--- config.mk ---
export PLATFORM = sky130hd
export DESIGN_NAME = conv_div_32s_16u_seq_flat
export DESIGN_NICKNAME = d
export VERILOG_FILES = /design/src/rtl/conv_div_32s_16u_seq_if.sv /design/src/rtl/conv_div_32s_16u_seq.sv /design/src/flat_wrapper.sv
export SDC_FILE = /design/constraint.sdc
export NUM_CORES = 1
export LEC_CHECK = 0
export ABC_AREA = 0
export CAP_MARGIN = 5
export CORE_ASPECT_RATIO = 1.2
export CORE_MARGIN = 4
export CORE_UTILIZATION = 52
export CTS_BUF_LIST = sky130_fd_sc_hd__clkbuf_4 sky130_fd_sc_hd__clkbuf_8 sky130_fd_sc_hd__clkbuf_16
export CTS_CLUSTER_DIAMETER = 60
export CTS_CLUSTER_SIZE = 20
export DETAILED_ROUTE_END_ITERATION = 8
export PLACE_DENSITY_LB_ADDON = 0.05
export SYNTH_ARGS = -nofsm -noshare
export SYNTH_HDL_FRONTEND = slang
export SYNTH_SLANG_ARGS = --single-unit
--- constraint.sdc ---
create_clock -name ap_clk -period 2.4 [get_ports ap_clk]
set_input_delay 0.48 -clock ap_clk [delete_from_list [all_inputs] [get_ports ap_clk]]
set_output_delay 0.48 -clock ap_clk [all_outputs]
set_load 0.01 [all_outputs]
--- src/rtl/conv_div_32s_16u_seq_if.sv ---
`default_nettype none
// ============================================================================
// Module   : conv_div_32s_16u_seq_if
// Brief    : Operand/result handshake bundle for the 32s/16u sequential divider.
// Revision : 1.0 - initial release
// ============================================================================
interface conv_div_32s_16u_seq_if;
    logic        in_valid;
    logic        in_ready;
    logic [31:0] dividend;
    logic [15:0] divisor;
    logic        out_valid;
    logic        out_ready;
    logic [15:0] quotient;
    logic [16:0] remainder;
    logic        ovf;
    logic        dz;

    modport master (
        output in_valid, dividend, divisor, out_ready,
        input  in_ready, out_valid, quotient, remainder, ovf, dz
    );

    modport slave (
        input  in_valid, dividend, divisor, out_ready,
        output in_ready, out_valid, quotient, remainder, ovf, dz
    );
endinterface
`default_nettype wire

--- src/rtl/conv_div_32s_16u_seq.sv ---
`default_nettype none
// ============================================================================
// Module   : conv_div_32s_16u_seq
// Brief    : Signed 32-bit by unsigned 16-bit restoring divider, one quotient
//            bit per cycle, saturating 16-bit signed quotient, fixed latency.
// Revision : 1.0 - initial release
// ============================================================================
module conv_div_32s_16u_seq #(
    parameter int LATENCY = 34
) (
    input  logic                         ap_clk,
    input  logic                         ap_rst_n,
    conv_div_32s_16u_seq_if.slave        bus
);

    localparam logic [1:0] c_IDLE = 2'd0;
    localparam logic [1:0] c_CALC = 2'd1;
    localparam logic [1:0] c_FIX  = 2'd2;
    localparam logic [1:0] c_DONE = 2'd3;

    // Accept and FIX cycles surround the iterations, leaving LATENCY-2 of them.
    localparam logic [4:0] c_CALC_LAST = 5'(LATENCY - 3);

    logic [1:0]  state_q,     state_d;
    logic [4:0]  cnt_q,       cnt_d;
    logic [31:0] dividend_q,  dividend_d;
    logic [15:0] divisor_q,   divisor_d;
    logic        sign_q,      sign_d;
    logic [31:0] mag_q,       mag_d;
    logic [15:0] rem_q,       rem_d;
    logic [15:0] quotient_q,  quotient_d;
    logic [16:0] remainder_q, remainder_d;
    logic        ovf_q,       ovf_d;
    logic        dz_q,        dz_d;

    logic [31:0] abs_dividend;
    logic [16:0] trial;
    logic        trial_ge;
    logic [15:0] trial_diff;
    logic [15:0] fix_quotient;
    logic [16:0] fix_remainder;
    logic        fix_ovf;

    assign bus.in_ready  = (state_q == c_IDLE);
    assign bus.out_valid = (state_q == c_DONE);
    assign bus.quotient  = quotient_q;
    assign bus.remainder = remainder_q;
    assign bus.ovf       = ovf_q;
    assign bus.dz        = dz_q;

    // Magnitude of the dividend; -2^31 maps cleanly onto 2^31 in 32 unsigned bits.
    assign abs_dividend = bus.dividend[31] ? (~bus.dividend + 32'd1) : bus.dividend;

    // The dividend magnitude shifts out MSB-first while quotient bits shift in.
    assign trial      = {rem_q, mag_q[31]};
    assign trial_ge   = (trial >= {1'b0, divisor_q});
    assign trial_diff = trial[15:0] - divisor_q;

    always_comb begin
        fix_quotient  = 16'h0000;
        fix_remainder = 17'h00000;
        fix_ovf       = 1'b0;
        if (divisor_q == 16'h0000) begin
            if (sign_q) begin
                fix_quotient = 16'h8000;
            end else if (dividend_q != 32'h0000_0000) begin
                fix_quotient = 16'h7FFF;
            end
        end else if (!sign_q) begin
            fix_ovf       = (mag_q > 32'd32767);
            fix_quotient  = fix_ovf ? 16'h7FFF : mag_q[15:0];
            fix_remainder = {1'b0, rem_q};
        end else begin
            // A negative result may reach -32768 before it saturates.
            fix_ovf       = (mag_q > 32'd32768);
            fix_quotient  = fix_ovf ? 16'h8000 : (~mag_q[15:0] + 16'd1);
            fix_remainder = ~{1'b0, rem_q} + 17'd1;
        end
    end

    always_comb begin
        state_d     = state_q;
        cnt_d       = cnt_q;
        dividend_d  = dividend_q;
        divisor_d   = divisor_q;
        sign_d      = sign_q;
        mag_d       = mag_q;
        rem_d       = rem_q;
        quotient_d  = quotient_q;
        remainder_d = remainder_q;
        ovf_d       = ovf_q;
        dz_d        = dz_q;

        case (state_q)
            c_IDLE: begin
                if (bus.in_valid) begin
                    dividend_d = bus.dividend;
                    divisor_d  = bus.divisor;
                    sign_d     = bus.dividend[31];
                    mag_d      = abs_dividend;
                    rem_d      = 16'h0000;
                    cnt_d      = 5'd0;
                    state_d    = c_CALC;
                end
            end
            c_CALC: begin
                mag_d = {mag_q[30:0], trial_ge};
                rem_d = trial_ge ? trial_diff : trial[15:0];
                cnt_d = cnt_q + 5'd1;
                if (cnt_q == c_CALC_LAST) begin
                    state_d = c_FIX;
                end
            end
            c_FIX: begin
                quotient_d  = fix_quotient;
                remainder_d = fix_remainder;
                ovf_d       = fix_ovf;
                dz_d        = (divisor_q == 16'h0000);
                state_d     = c_DONE;
            end
            c_DONE: begin
                if (bus.out_ready) begin
                    state_d = c_IDLE;
                end
            end
            default: begin
                state_d = c_IDLE;
            end
        endcase
    end

    always_ff @(posedge ap_clk or negedge ap_rst_n) begin
        if (!ap_rst_n) begin
            state_q     <= c_IDLE;
            cnt_q       <= 5'd0;
            dividend_q  <= 32'h0000_0000;
            divisor_q   <= 16'h0000;
            sign_q      <= 1'b0;
            mag_q       <= 32'h0000_0000;
            rem_q       <= 16'h0000;
            quotient_q  <= 16'h0000;
            remainder_q <= 17'h00000;
            ovf_q       <= 1'b0;
            dz_q        <= 1'b0;
        end else begin
            state_q     <= state_d;
            cnt_q       <= cnt_d;
            dividend_q  <= dividend_d;
            divisor_q   <= divisor_d;
            sign_q      <= sign_d;
            mag_q       <= mag_d;
            rem_q       <= rem_d;
            quotient_q  <= quotient_d;
            remainder_q <= remainder_d;
            ovf_q       <= ovf_d;
            dz_q        <= dz_d;
        end
    end

endmodule
`default_nettype wire

--- src/flat_wrapper.sv ---
// flat-port wrapper written by rule: the top's interface ports become plain ports
module conv_div_32s_16u_seq_flat 
#(
    parameter int LATENCY = 34
)
  (ap_clk, ap_rst_n, bus_in_valid, bus_dividend, bus_divisor, bus_out_ready, bus_in_ready, bus_out_valid, bus_quotient, bus_remainder, bus_ovf, bus_dz);
  conv_div_32s_16u_seq_if bus_i ();
  input  logic ap_clk;
  input  logic ap_rst_n;
  input wire logic [$bits(bus_i.in_valid)-1:0] bus_in_valid;
  input wire logic [$bits(bus_i.dividend)-1:0] bus_dividend;
  input wire logic [$bits(bus_i.divisor)-1:0] bus_divisor;
  input wire logic [$bits(bus_i.out_ready)-1:0] bus_out_ready;
  output wire logic [$bits(bus_i.in_ready)-1:0] bus_in_ready;
  output wire logic [$bits(bus_i.out_valid)-1:0] bus_out_valid;
  output wire logic [$bits(bus_i.quotient)-1:0] bus_quotient;
  output wire logic [$bits(bus_i.remainder)-1:0] bus_remainder;
  output wire logic [$bits(bus_i.ovf)-1:0] bus_ovf;
  output wire logic [$bits(bus_i.dz)-1:0] bus_dz;
  assign bus_i.in_valid = bus_in_valid;
  assign bus_i.dividend = bus_dividend;
  assign bus_i.divisor = bus_divisor;
  assign bus_i.out_ready = bus_out_ready;
  assign bus_in_ready = bus_i.in_ready;
  assign bus_out_valid = bus_i.out_valid;
  assign bus_quotient = bus_i.quotient;
  assign bus_remainder = bus_i.remainder;
  assign bus_ovf = bus_i.ovf;
  assign bus_dz = bus_i.dz;
  conv_div_32s_16u_seq #(.LATENCY(LATENCY)) u_core (.ap_clk(ap_clk), .ap_rst_n(ap_rst_n), .bus(bus_i));
endmodule
=== Yosys cells after proc, flatten, opt, wreduce, memory -nomap -nowiden ===
Cells that the tools add are included.

* Flip-flop bits (word level): 139
* Input port bits: 52
* Output and inout port bits: 37

* Reductions and logical operators: 7
* Equal/unequal tests: 7
* Mux-type cells: 22
* Bitwise logic cells: 3
* Order comparisons: 3
* Add/subtract/negate cells: 5

{| class="wikitable"
|+ Operator list
! operator !! number
|-
| 2-to-1 mux 16 bit || 7
|-
| 2-to-1 mux 32 bit || 2
|-
| one-hot mux 32 bit (2 select lines) || 1
|-
| 2-to-1 mux 17 bit || 2
|-
| adder 32 x 1 -> 32 bit (second input constant) || 1
|-
| greater-than comparator 32 x 15 -> 1 bit (second input constant) || 1
|-
| greater-than comparator 32 x 16 -> 1 bit (second input constant) || 1
|-
| inverter 32 bit || 1
|-
| one-hot mux 16 bit (2 select lines) || 1
|-
| nonzero test 32 bit || 1
|-
| adder 17 x 1 -> 17 bit (second input constant) || 1
|-
| >= comparator 17 x 16 -> 1 bit || 1
|-
| inverter 16 -> 17 bit || 1
|-
| adder 16 x 1 -> 16 bit (second input constant) || 1
|-
| logical NOT 16 bit || 1
|-
| inverter 16 bit || 1
|-
| subtractor 16 bit || 1
|-
| 2-to-1 mux 15 bit || 1
|-
| one-hot mux 5 bit (2 select lines) || 1
|-
| one-hot mux 2 bit (4 select lines) || 1
|-
| 2-to-1 mux 2 bit || 3
|-
| adder 5 x 1 -> 5 bit (second input constant) || 1
|-
| equality test 5 bit (second input constant) || 1
|-
| 2-to-1 mux 5 bit || 1
|-
| 9 further kinds || 13
|}

=== Logic depth before layout (Yosys ltp) ===
* Depth after elaboration: 5
* Depth in mapped cells: 11
* Depth with buffers taken out: 11

=== Worst setup path after synthesis ===
Ideal clock, no wire load.

* Kind: input-to-reg
* Start point: input bus_dividend[22]
* End point: register u_core.mag_q[30]
* Data required time: 2.266 ns
* Buffers on the path: 0
* Slack: -0.166 ns
* Stages on the path: 7
* Data arrival time: 2.433 ns
* Path through: or3_4 > or3_4 > or3_4 > or3_4 > o41ai_2 > xor2_1 > o22ai_1

* Word-level cells in the longest chain between the ends: 5

{| class="wikitable"
|+ Ends and longest elaborated chain
! item !! RTL line !! source
|-
| from (decl) || flat_wrapper.sv:11 || <nowiki>input wire logic [$bits(bus_i.dividend)-1:0] bus_dividend;</nowiki>
|-
| inverter 32 bit || conv_div_32s_16u_seq.sv:52 || <nowiki>assign abs_dividend = bus.dividend[31] ? (~bus.dividend + 32'd1) : bus.dividend;</nowiki>
|-
| adder 32 x 1 -> 32 bit || conv_div_32s_16u_seq.sv:52 ||
|-
| 2-to-1 mux 32 bit || conv_div_32s_16u_seq.sv:52 ||
|-
| 2-to-1 mux 32 bit || conv_div_32s_16u_seq.sv:96 || <nowiki>if (bus.in_valid) begin</nowiki>
|-
| one-hot mux 32 bit (2 select lines) || conv_div_32s_16u_seq.sv:94 || <nowiki>case (state_q)</nowiki>
|-
| to (signal assigned) || conv_div_32s_16u_seq.sv:151 || <nowiki>mag_q <= mag_d;</nowiki>
|-
| to (decl) || conv_div_32s_16u_seq.sv:29 || <nowiki>logic [31:0] mag_q, mag_d;</nowiki>
|}

No other way between the ends. The select of a mux whose other input is x is not followed.
A chain may end at the register's enable or synchronous reset.

=== Worst setup path in the final report ===
* Start point: register u_core.rem_q[8]
* End point: register u_core.remainder_q[16] (netlist: u_core.bus.remainder[16])

* Word-level cells in the longest chain between the ends: 4

{| class="wikitable"
|+ Ends and longest elaborated chain
! item !! RTL line !! source
|-
| from (decl) || conv_div_32s_16u_seq.sv:30 || <nowiki>logic [15:0] rem_q, rem_d;</nowiki>
|-
| from (signal assigned) || conv_div_32s_16u_seq.sv:152 || <nowiki>rem_q <= rem_d;</nowiki>
|-
| inverter 16 -> 17 bit || conv_div_32s_16u_seq.sv:77 || <nowiki>fix_remainder = ~{1'b0, rem_q} + 17'd1;</nowiki>
|-
| adder 17 x 1 -> 17 bit || conv_div_32s_16u_seq.sv:77 ||
|-
| 2-to-1 mux 17 bit || conv_div_32s_16u_seq.sv:69 || <nowiki>end else if (!sign_q) begin</nowiki>
|-
| 2-to-1 mux 17 bit || conv_div_32s_16u_seq.sv:63 || <nowiki>if (divisor_q == 16'h0000) begin</nowiki>
|-
| to (signal assigned) || conv_div_32s_16u_seq.sv:154 || <nowiki>remainder_q <= remainder_d;</nowiki>
|-
| to (decl) || conv_div_32s_16u_seq.sv:32 || <nowiki>logic [16:0] remainder_q, remainder_d;</nowiki>
|}

No other way between the ends.

==> impl_metrics.csv <==
group,metric,value,unit
synthesis,synth.cell_area,7970,sq um
power_and_ir_drop,combinationalPowerShare,47.7,%
worst_setup_path,critical_path.max_fanout,6,
routing,vias,6977,
global_route,grt.total_usage,25.2,%
worst_setup_path,arrival,2.63,ns
finish,fin_cells,1218,
routing,wl_per_cell,17.2,um
sta,fmax,0.428,GHz
sta,fin_ws,0.0647,ns
synthesis,synth_top_area_cell,"dfrtp_1",
clock_network,cts_buffer_depth,2,
synthesis,synth-seq-area-share,43.3,%
clock_network,cts_made_buffers,17,
synthesis,synthTopCellsByArea,"dfrtp_1 43%, mux2_2 6.6%, o21ai_0 5.4%",
sta,rsz0062_at_grt,"yes",
worst_setup_path,max_stage_delay,0.45,ns
clock_network,clkLatencyLatePin,0.42,ns
clock_network,cts_tree,"yes",
sta,period_needed,2.34,ns
routing,drc,0,
power_and_ir_drop,p_per_area,1190,nW/um^2
sta,period_share,97.3,%
place,gp_congestion,0.930,
routing,drt_iter0_drc,483,
sta,clock_skew,0.00776,ns
finish,antennaDiodeCount,0,
die,core_area,15000,sq um
synthesis,yosys_register_bits,138,
clock_network,cts_root_buffer,"clkbuf_16",
sta,hold_viol_final,6,
synthesis,avgSynthCellArea,9.54,sq um
power_and_ir_drop,peakVddDrop,0.625,mV
clock_network,htree_num_levels,4,
finish,area_growth,32.6,%
hold_path,hold_path.class,"input port to asynchronous set/reset pin",
synthesis,synth_top_area_share,43.3,%
finish,drive_gt1_share,23.9,%
run,maxCapViolations,0,
die,die_area,17400,sq um
place,post-dp-hpwl,15900,um
outcome,violations,"negative hold slack",
place,port_buffers,88,
synthesis,async_reset_ff_share,100,%
power_and_ir_drop,p_switching,4.88,mW
power_and_ir_drop,total_power,12.6,mW
global_route,grt_overflow_total,0,
place,dpl.cell_count,1179,
outcome,outcome,"finished with violations",
die,dieHeight,144,um
sta,relSlewSlack,62.0,%
clock_network,clk_pin_slew,0.06,ns
synthesis,yosysUniqueCellTypes,55,
finish,fin_nets,1079,
power_and_ir_drop,pwr-share-clk,20.2,%
sta,slew_viol_final,0,
worst_setup_path,crit_type,"flip-flop to flip-flop",
die,pin_count,89,
synthesis,synth-edff-count,0,
power_and_ir_drop,leakage,4.52,nW
worst_setup_path,endpoint_kind,"flip-flop",
global_route,grt_max_degree,62,
routing,via_per_inst,5.73,
worst_setup_path,worstSetupStartpointType,"flip-flop",
synthesis,synth_warnings,0,
place,dp_slack,-0.700,ns
worst_setup_path,cpMaxStageDelayCell,"dfrtp_2",
synthesis,syn_nets,914,
die,start_util,53.1,%
die,die_w,121,um
clock_network,cts_hold_buf,0,
sta,finalSetupViolCount,0,
sta,whs,-0.00751,ns
clock_network,cts.sink_count,138,
routing,drtAntennaViolNets,0,
worst_setup_path,required,2.70,ns
global_route,grt_pass1_vias,7235,
power_and_ir_drop,power_frac_seq,32.1,%
routing,first_pass_iters,5,
synthesis,synthFlopType,"dfrtp_1",
routing,wl,21000,um
die,std_cell_rows,49,
sta,tightest_slew,0.566,ns
global_route,antenna_found_initial,0,
power_and_ir_drop,p_int,7.69,mW
global_route,grt_pass1_wl,35200,um
synthesis,synthCells,836,
worst_setup_path,path_cells,"or3_4 -> or4_1 -> or2_2 -> o311a_1 -> mux2_2",
power_and_ir_drop,swShare,38.9,%
sta,setup_tns,0,ns
## cell usage in the layout (no fill, tap or decap), drive strengths merged, types with 7 or more instances in the layout
cell type | Yosys | routed
a211oi | 7 | 7
a21oi | 42 | 42
a22oi | 12 | 12
a31oi | 13 | 13
buf | 3 | 107
clkbuf | 42 | 21
clkdlybuf4s50 | 0 | 80
clkinv | 0 | 9
dfrtp | 138 | 138
ha | 25 | 25
inv | 52 | 52
mux2 | 47 | 47
mux2i | 22 | 22
nand2 | 66 | 66
nand3 | 12 | 12
nor2 | 40 | 40
nor3 | 10 | 10
nor4 | 23 | 23
o21a | 7 | 7
o21ai | 87 | 87
o22ai | 24 | 24
o31ai | 15 | 15
or3 | 11 | 11
or4 | 7 | 7
xnor2 | 26 | 26
xor2 | 39 | 39
## repair_timing
item,4_1_cts,5_1_grt
gates cloned,0,0
hold endpoints to repair,0,0
endpoints found under the setup margin,23,40
pin swaps,12,17
gates resized for setup,34,39
buffers inserted,3,4
## metrics by stage
stage	utilization, %	cell area [sq um]
5_1_grt	70.4	10600
6_report	70.4	10600
3_5_place_dp	64.7	9720
2_1_floorplan	-	7990
3_3_place_gp	64.7	9720
4_1_cts	69.2	10400
## final cells by class
type                       count  area (sq um)
tap                          204           255
timing repair buffer         191          1700
clock buffer                  19           447
inverter                      52           200
multi-input combinational    601          4380
fill                        1183          4450
sequential                   138          3460
clock inverter                13           128
## synth_stat cells (all sizes together), types with 2 or more instances
| cell | number |
|---|---|
| a2111oi | 3 |
| a211oi | 7 |
| a21o | 4 |
| a21oi | 42 |
| a22o | 4 |
| a22oi | 12 |
| a31o | 2 |
| a31oi | 13 |
| and3 | 3 |
| buf | 3 |
| clkbuf | 42 |
| dfrtp | 138 |
| ha | 25 |
| inv | 52 |
| mux2 | 47 |
| mux2i | 22 |
| nand2 | 66 |
| nand2b | 6 |
| nand3 | 12 |
| nand3b | 3 |
| nand4 | 6 |
| nor2 | 40 |
| nor2b | 2 |
| nor3 | 10 |
| nor4 | 23 |
| o211ai | 6 |
| o21a | 7 |
| o21ai | 87 |
| o22ai | 24 |
| o2bb2a | 4 |
| o311ai | 2 |
| o31ai | 15 |
| o41ai | 6 |
| or2 | 4 |
| or3 | 11 |
| or3b | 2 |
| or4 | 7 |
| xnor2 | 26 |
| xor2 | 39 |
## state kept, by name, summed over array words and instances, names as in the netlist
| name | cells |
|---|---|
| u_core.divisor_q | 16 |
| u_core.rem_q | 16 |
| u_core.cnt_q | 5 |
| u_core.bus.dz | 1 |
| u_core.dividend_q | 31 |
| u_core.sign_q | 1 |
| u_core.bus.quotient | 16 |
| u_core.state_q | 2 |
| u_core.mag_q | 32 |
| u_core.bus.remainder | 17 |
| u_core.bus.ovf | 1 |
## power by group through the flow
stage / clock, mW / sequential, mW / combinational [mW]
6_report: 2.54 / 4.04 / 5.99
5_1_grt: 2.69 / 4.16 / 6.64
4_1_cts: 2.58 / 4.02 / 5.84
3_5_place_dp: 0 / 4.05 / 5.77
3_3_place_gp: 0 / 3.98 / 5.58
2_1_floorplan: 0 / 3.92 / 3.70
## worst max-delay path, delay by kind of cell, from the launching register on
kind,cells,cell delay [ns]
AND/OR/NAND/NOR,3,1.22
flip-flops,1,0.45
AO/OA/AOI/OAI,1,0.29
multiplexers,1,0.26
## metal layers
layer  share of wire (%)  wire, um  vias to the layer above  track usage [%]
met2                  51     10700                      176             43.4
met3                 4.6       959                       37             3.82
met1                  42      8830                     3396             31.4
met5                   0         0                        -                0
met4                 2.5       532                        0             11.4
li1                    -         -                     3368                -
## path summary, 6_finish.rpt
| path | start | to | slack, ns | depth (start not counted) |
|---|---|---|---|---|
| max | u_core.rem_q[8]$_DFFE_PN0P_ | u_core.bus.remainder[16]$_DFFE_PN0P_ | 0.06 | 5 |
| min in group ap_clk | bus_dividend[1] | u_core.dividend_q[1]$_DFFE_PN0P_ | 0.34 | 3 |
| min | ap_rst_n | u_core.bus.quotient[13]$_DFFE_PN0P_ | -0.008 | 1 |
| max reg2reg | u_core.rem_q[8]$_DFFE_PN0P_ | u_core.bus.remainder[16]$_DFFE_PN0P_ | 0.06 | 5 |
| min reg2reg | u_core.bus.quotient[0]$_DFFE_PN0P_ | u_core.bus.quotient[0]$_DFFE_PN0P_ | 0.49 | 1 |
| max in group asynchronous | ap_rst_n | u_core.rem_q[9]$_DFFE_PN0P_ | 1.66 | 2 |
## logic make-up after synthesis
family          share of synthesized area (%)
compound gates                           18.9
simple gates                             12.3
flops                                    43.3
buf+inv                                  4.71
mux                                      9.40
xor+xnor                                 7.14
fa+ha+maj                                4.18
Note: power is estimated with default switching activity, not from simulation.
